==> config.mk <==
export PLATFORM = sky130hd
export DESIGN_NAME = reg_file_ctrl
export DESIGN_NICKNAME = d
export VERILOG_FILES = /design/src/rtl/reg_file_ctrl.sv
export SDC_FILE = /design/constraint.sdc
export NUM_CORES = 1
export LEC_CHECK = 0
export ABC_CLOCK_PERIOD_IN_PS = 3800
export BUFFER_PORTS_ARGS = -buffer_cell sky130_fd_sc_hd__buf_4
export CAP_MARGIN = 40
export CORE_ASPECT_RATIO = 1.5
export CORE_MARGIN = 2
export CORE_UTILIZATION = 25
export CTS_BUF_LIST = sky130_fd_sc_hd__clkbuf_16
export CTS_CLUSTER_SIZE = 12
export DETAILED_ROUTE_END_ITERATION = 8
export GPL_TIMING_DRIVEN = 0
export PLACE_DENSITY = 0.5
export SLEW_MARGIN = 30
export SYNTH_ARGS = -nofsm -noshare
export SYNTH_HDL_FRONTEND = slang
export SYNTH_SLANG_ARGS = --single-unit
==> constraint.sdc <==
create_clock -name CLK -period 3.8 [get_ports CLK]
set_input_delay 0.76 -clock CLK [delete_from_list [all_inputs] [get_ports CLK]]
set_output_delay 0.76 -clock CLK [all_outputs]
set_load 0.02 [all_outputs]
==> src/rtl/reg_file_ctrl.sv <==
// reg_file_ctrl
//   Byte-stream command controller that drives the write/read side of an
//   8x16 register file. Command and data bytes arrive on a valid/ready
//   byte channel. Writes are issued as a single-cycle WrEn strobe and reads
//   as a single-cycle RdEn strobe. Read results come back on a DATA_W-wide
//   response channel with its own valid/ready handshake. Only one command
//   is in flight at a time.
//
// Optional feature macro: REGF_CTRL_ERR_EN
//   Defined   : a command byte with any reserved bit set (bits 6..ADDR_W) is
//               consumed and dropped, and err pulses for one cycle.
//   Undefined : reserved bits are ignored and err is tied low.
//
// Ports
//   CLK        in   clock, all state changes on the rising edge
//   RST        in   asynchronous active-high reset, aborts any command
//   in_data    in   command or data byte
//   in_valid   in   in_data is valid
//   in_ready   out  controller accepts a byte this cycle (IDLE / WDATA)
//   rsp_data   out  read result, held stable while rsp_valid is high
//   rsp_valid  out  response available (RESP state)
//   rsp_ready  in   consumer accepts the response
//   WrEn       out  registered write strobe to the register file
//   RdEn       out  registered read strobe to the register file
//   Address    out  register file address
//   WrData     out  register file write data
//   RdData     in   register file read data, valid the cycle after RdEn
//   busy       out  FSM is not in IDLE
//   err        out  one-cycle pulse on an illegal command
module reg_file_ctrl #(
  parameter int ADDR_W = 3,
  parameter int DATA_W = 16
) (
  input  logic              CLK,
  input  logic              RST,
  input  logic [7:0]        in_data,
  input  logic              in_valid,
  output logic              in_ready,
  output logic [DATA_W-1:0] rsp_data,
  output logic              rsp_valid,
  input  logic              rsp_ready,
  output logic              WrEn,
  output logic              RdEn,
  output logic [ADDR_W-1:0] Address,
  output logic [DATA_W-1:0] WrData,
  input  logic [DATA_W-1:0] RdData,
  output logic              busy,
  output logic              err
);

  localparam int NBYTES = DATA_W / 8;
  localparam int CNT_W  = (NBYTES > 1) ? $clog2(NBYTES) : 1;

  typedef enum logic [2:0] {
    IDLE,
    WDATA,
    WRITE,
    READ,
    RWAIT,
    RESP
  } state_t;

  state_t state;
  state_t next_state;

  logic [CNT_W-1:0] byte_cnt;
  logic             in_fire;
  logic             cmd_write;
  logic             cmd_illegal;
  logic             last_byte;

  assign in_fire   = in_valid && in_ready;
  assign cmd_write = in_data[7];
  assign last_byte = (byte_cnt == CNT_W'(NBYTES - 1));

`ifdef REGF_CTRL_ERR_EN
  // Any set bit above the address field marks the command as illegal.
  assign cmd_illegal = ((in_data[6:0] >> ADDR_W) != 7'd0);
`else
  // Reserved bits carry no meaning in this build.
  logic unused_rsvd;
  assign unused_rsvd = ^in_data[6:0];
  assign cmd_illegal = 1'b0;
`endif

  // State register.
  always_ff @(posedge CLK or posedge RST) begin
    if (RST) begin
      state <= IDLE;
    end else begin
      state <= next_state;
    end
  end

  // Next-state logic. WDATA waits indefinitely for data bytes; RESP waits
  // indefinitely for the consumer.
  always_comb begin
    next_state = state;
    unique case (state)
      IDLE: begin
        if (in_fire && !cmd_illegal) begin
          next_state = cmd_write ? WDATA : READ;
        end
      end
      WDATA: begin
        if (in_fire && last_byte) begin
          next_state = WRITE;
        end
      end
      WRITE:   next_state = IDLE;
      READ:    next_state = RWAIT;
      RWAIT:   next_state = RESP;
      RESP: begin
        if (rsp_ready) begin
          next_state = IDLE;
        end
      end
      default: next_state = IDLE;
    endcase
  end

  // Handshake and status outputs decoded from the current state.
  always_comb begin
    in_ready  = (state == IDLE) || (state == WDATA);
    rsp_valid = (state == RESP);
    busy      = (state != IDLE);
  end

  // Datapath. The strobes are registered from next_state so that they
  // line up exactly with the WRITE and READ states.
  always_ff @(posedge CLK or posedge RST) begin
    if (RST) begin
      WrEn     <= 1'b0;
      RdEn     <= 1'b0;
      Address  <= '0;
      WrData   <= '0;
      rsp_data <= '0;
      byte_cnt <= '0;
    end else begin
      WrEn <= (next_state == WRITE);
      RdEn <= (next_state == READ);
      if ((state == IDLE) && in_fire && !cmd_illegal) begin
        Address  <= in_data[ADDR_W-1:0];
        byte_cnt <= '0;
      end
      // Data bytes arrive MSB first, so each new byte enters at the bottom.
      if ((state == WDATA) && in_fire) begin
        WrData   <= (WrData << 8) | DATA_W'(in_data);
        byte_cnt <= byte_cnt + CNT_W'(1);
      end
      if (state == RWAIT) begin
        rsp_data <= RdData;
      end
    end
  end

`ifdef REGF_CTRL_ERR_EN
  // Error pulse appears in the cycle after the illegal command is consumed.
  always_ff @(posedge CLK or posedge RST) begin
    if (RST) begin
      err <= 1'b0;
    end else begin
      err <= (state == IDLE) && in_fire && cmd_illegal;
    end
  end
`else
  assign err = 1'b0;
`endif

endmodule

==> impl_metrics.env <==
export IMPL_run_status="finished, final reports clean"
export IMPL_utilization_pct=36.70
export IMPL_die_area_mm2=0.007617
export IMPL_grt_total_usage_pct=9.919
export IMPL_initial_utilization_pct=25.43
export IMPL_postCtsResizedCells=0
export IMPL_final_period_utilization_pct=55.44
export IMPL_htree_levels=2
export IMPL_grt_pass1_wl_um=5830
export IMPL_worst_min_delay_path_category="in -> async"
export IMPL_startpoint_type="flop"
export IMPL_dp_hpwl_um=2867
export IMPL_crit_arrival_ns=1.35
export IMPL_die_height_um=105.9
export IMPL_top_layer_used="met4"
export IMPL_stdcell_area_mm2=0.002497
export IMPL_detail_route_wl_per_cell_um=14.11
export IMPL_synth_warnings=0
export IMPL_timing_hold_ws_ns=0.4889
export IMPL_timing_final_max_slew_violations=0
export IMPL_synth_flop_cell="dfrtp_1"
export IMPL_end_kind="output port"
export IMPL_finalNetCount=208
export IMPL_root_buffer="clkbuf_16"
export IMPL_cellPowerDensity_mw_per_mm2=929.4
export IMPL_cp_top_family="flip-flops"
export IMPL_cellLeakagePower_nw=1.188
export IMPL_ant_nets=0
export IMPL_max_capacitance_violation_count=0
export IMPL_port_buffers=67
export IMPL_finalWeightedCongestion=0.7096
export IMPL_final_fill_count=662
export IMPL_setup_buffers_after_cts=0
export IMPL_post_synthesis_net_count=133
export IMPL_boundaryPins=69
export IMPL_fin_crit_ns=2.107
export IMPL_fraction_of_post_synthesis_cell_area_in_the_top_cell_type_by_area_pct=59.29
export IMPL_drt_first_pass_iters=4
export IMPL_core_region_area_mm2=0.006805
export IMPL_cts_tree="yes"
export IMPL_final_cell_mix="buf_4 (69), dfrtp_1 (41), mux2_2 (27)"
export IMPL_synth_edff_count=0
export IMPL_met1_layer_wirelength_in_the_final_routing_um=1276
export IMPL_worst_endpoint_required_ns=3.04
export IMPL_syn_area_mm2=0.001730
export IMPL_area_growth_syn_to_layout_pct=44.32
export IMPL_ys_ff_latch=41
export IMPL_route_met3_wl_um=154
export IMPL_cts_buffers=5
export IMPL_total_area_of_sequential_cells_mm2=0.001026
export IMPL_route_detailed_vias_per_inst=4.193
export IMPL_ys_top_cells_by_area="dfrtp_1 (59%), mux2_2 (18%), mux2_4 (7.8%)"
export IMPL_clk_transition_reported_paths_ns=0.06
export IMPL_antenna_cells=0
export IMPL_cts_path_max_buffers=2
export IMPL_yosys_cell_types_count=23
export IMPL_dpl_cell_area_mm2=0.002359
export IMPL_cts_sink_count=41
export IMPL_critPathMaxFanout=10
export IMPL_grt_start_max_net_pins=25
export IMPL_skew_ns=0.005220
export IMPL_rsz0062_at_grt="false"
export IMPL_most_repeated_library_cell_on_the_critical_path="buf_4"
export IMPL_yosysSeqAreaShare_pct=59.29
export IMPL_route_detailed_drc=0
export IMPL_synth_top_area_cell="dfrtp_1"
export IMPL_num_vias=1086
export IMPL_multiInputGateArea_um2=620.6
export IMPL_synth_cells=105
export IMPL_globalRouteOverflowTotal=0
export IMPL_grt_antenna_before_repair=0
export IMPL_timing_critical_path_slowest_cell_delay_ns=0.37
export IMPL_timing_setup_tns_ns=0
export IMPL_die_w_um=71.93
export IMPL_worstSetupPathType="reg -> out"
export IMPL_route_final_wire_length_um=3654
export IMPL_cp_num_buf_inv=2
export IMPL_worstPathCellList="buf_4, or3_1, buf_4"
export IMPL_first_iter_violations=42
export IMPL_ir_drop_mv=0.2593
export IMPL_critical_path_slowest_cell="dfrtp_1"
export IMPL_share_of_synthesized_flip_flops_with_an_asynchronous_set_or_reset_pct=100.0
export IMPL_synthesis_area_per_instance_um2=16.48
export IMPL_final_setup_violation_count=0
export IMPL_timing_final_hold_violations=0
export IMPL_drive_gt1_share_pct=67.96
export IMPL_postCtsHoldBufs=0
export IMPL_vias_in_the_first_global_route=1134
export IMPL_total_power_mw=2.321
export IMPL_final_common_cell="buf_4"
export IMPL_floorplan_rows=37
export IMPL_met2RoutedLength_um=2150
export IMPL_clock_latency_ns=0.28
export IMPL_timing_fmax_mhz=474.7
[flip-flops by register name, indices dropped and copies added (netlist names)]
register	count
byte_cnt	1
WrData	16
WrEn	1
Address	3
rsp_data	16
state	3
RdEn	1
[kinds of logic after synthesis]
group                  synth area share [%]
DFF                                   59.29
muxes                                 25.38
and+or+nand+nor                       9.038
buffers and inverters                 4.844
AOI/OAI and AO/OA                     1.229
other                                0.2167
[Yosys cell counts (2+ instances only)]
master	count
nor2b_1	3
buf_4	2
buf_6	4
mux2_2	27
mux2_4	9
dfrtp_1	41
and2_1	2
nor3_1	2
[per-stage QoR]
step / instances / worst slack [ns]
4_1_cts: 259 / 1.683
5_1_grt: 259 / 1.642
3_3_place_gp: 250 / 1.623
6_report: 259 / 1.693
2_1_floorplan: 105 / 2.064
3_5_place_dp: 251 / 1.839
[path summary, 6_finish.rpt]
| check | start | endpoint | slack, ns | depth (start not counted) |
|---|---|---|---|---|
| max in group asynchronous | RST | WrData[3] | 2.84 | 3 |
| max | state[0] | busy | 1.69 | 3 |
| max reg2reg | state[0] | rsp_data[8] | 2.20 | 4 |
| min reg2reg | rsp_data[4] | rsp_data[4] | 0.50 | 1 |
| min | RST | rsp_data[7] | 0.49 | 2 |
| min in group CLK | rsp_data[4] | rsp_data[4] | 0.50 | 1 |
[metal layers]
| metal | GRT usage (%) | vias to the layer above |
|---|---|---|
| met5 | 0 | - |
| met4 | 5.660 | 0 |
| met3 | 1.422 | 4 |
| met2 | 18.19 | 29 |
| met1 | 10.50 | 543 |
| li1 | - | 510 |
[cell type report]
cell class	count	share of cell area, %
flip-flops and latches	41	41.08
multi-input cells	56	24.85
repair buffers	68	21.24
clock buffers	5	5.010
well taps	78	3.908
plain buffers	7	3.206
clock inverters	3	0.5511
inverters	1	0.1503
[power breakdown]
| group | switching, mW | internal (mW) | total [mW] | leakage [nW] |
|---|---|---|---|---|
| Clock | 0.158 | 0.238 | 0.396 | 0.0748 |
| Combinational | 0.540 | 0.604 | 1.14 | 0.620 |
| Sequential | 0.128 | 0.653 | 0.781 | 0.493 |
(Power assumes the default switching activity.)
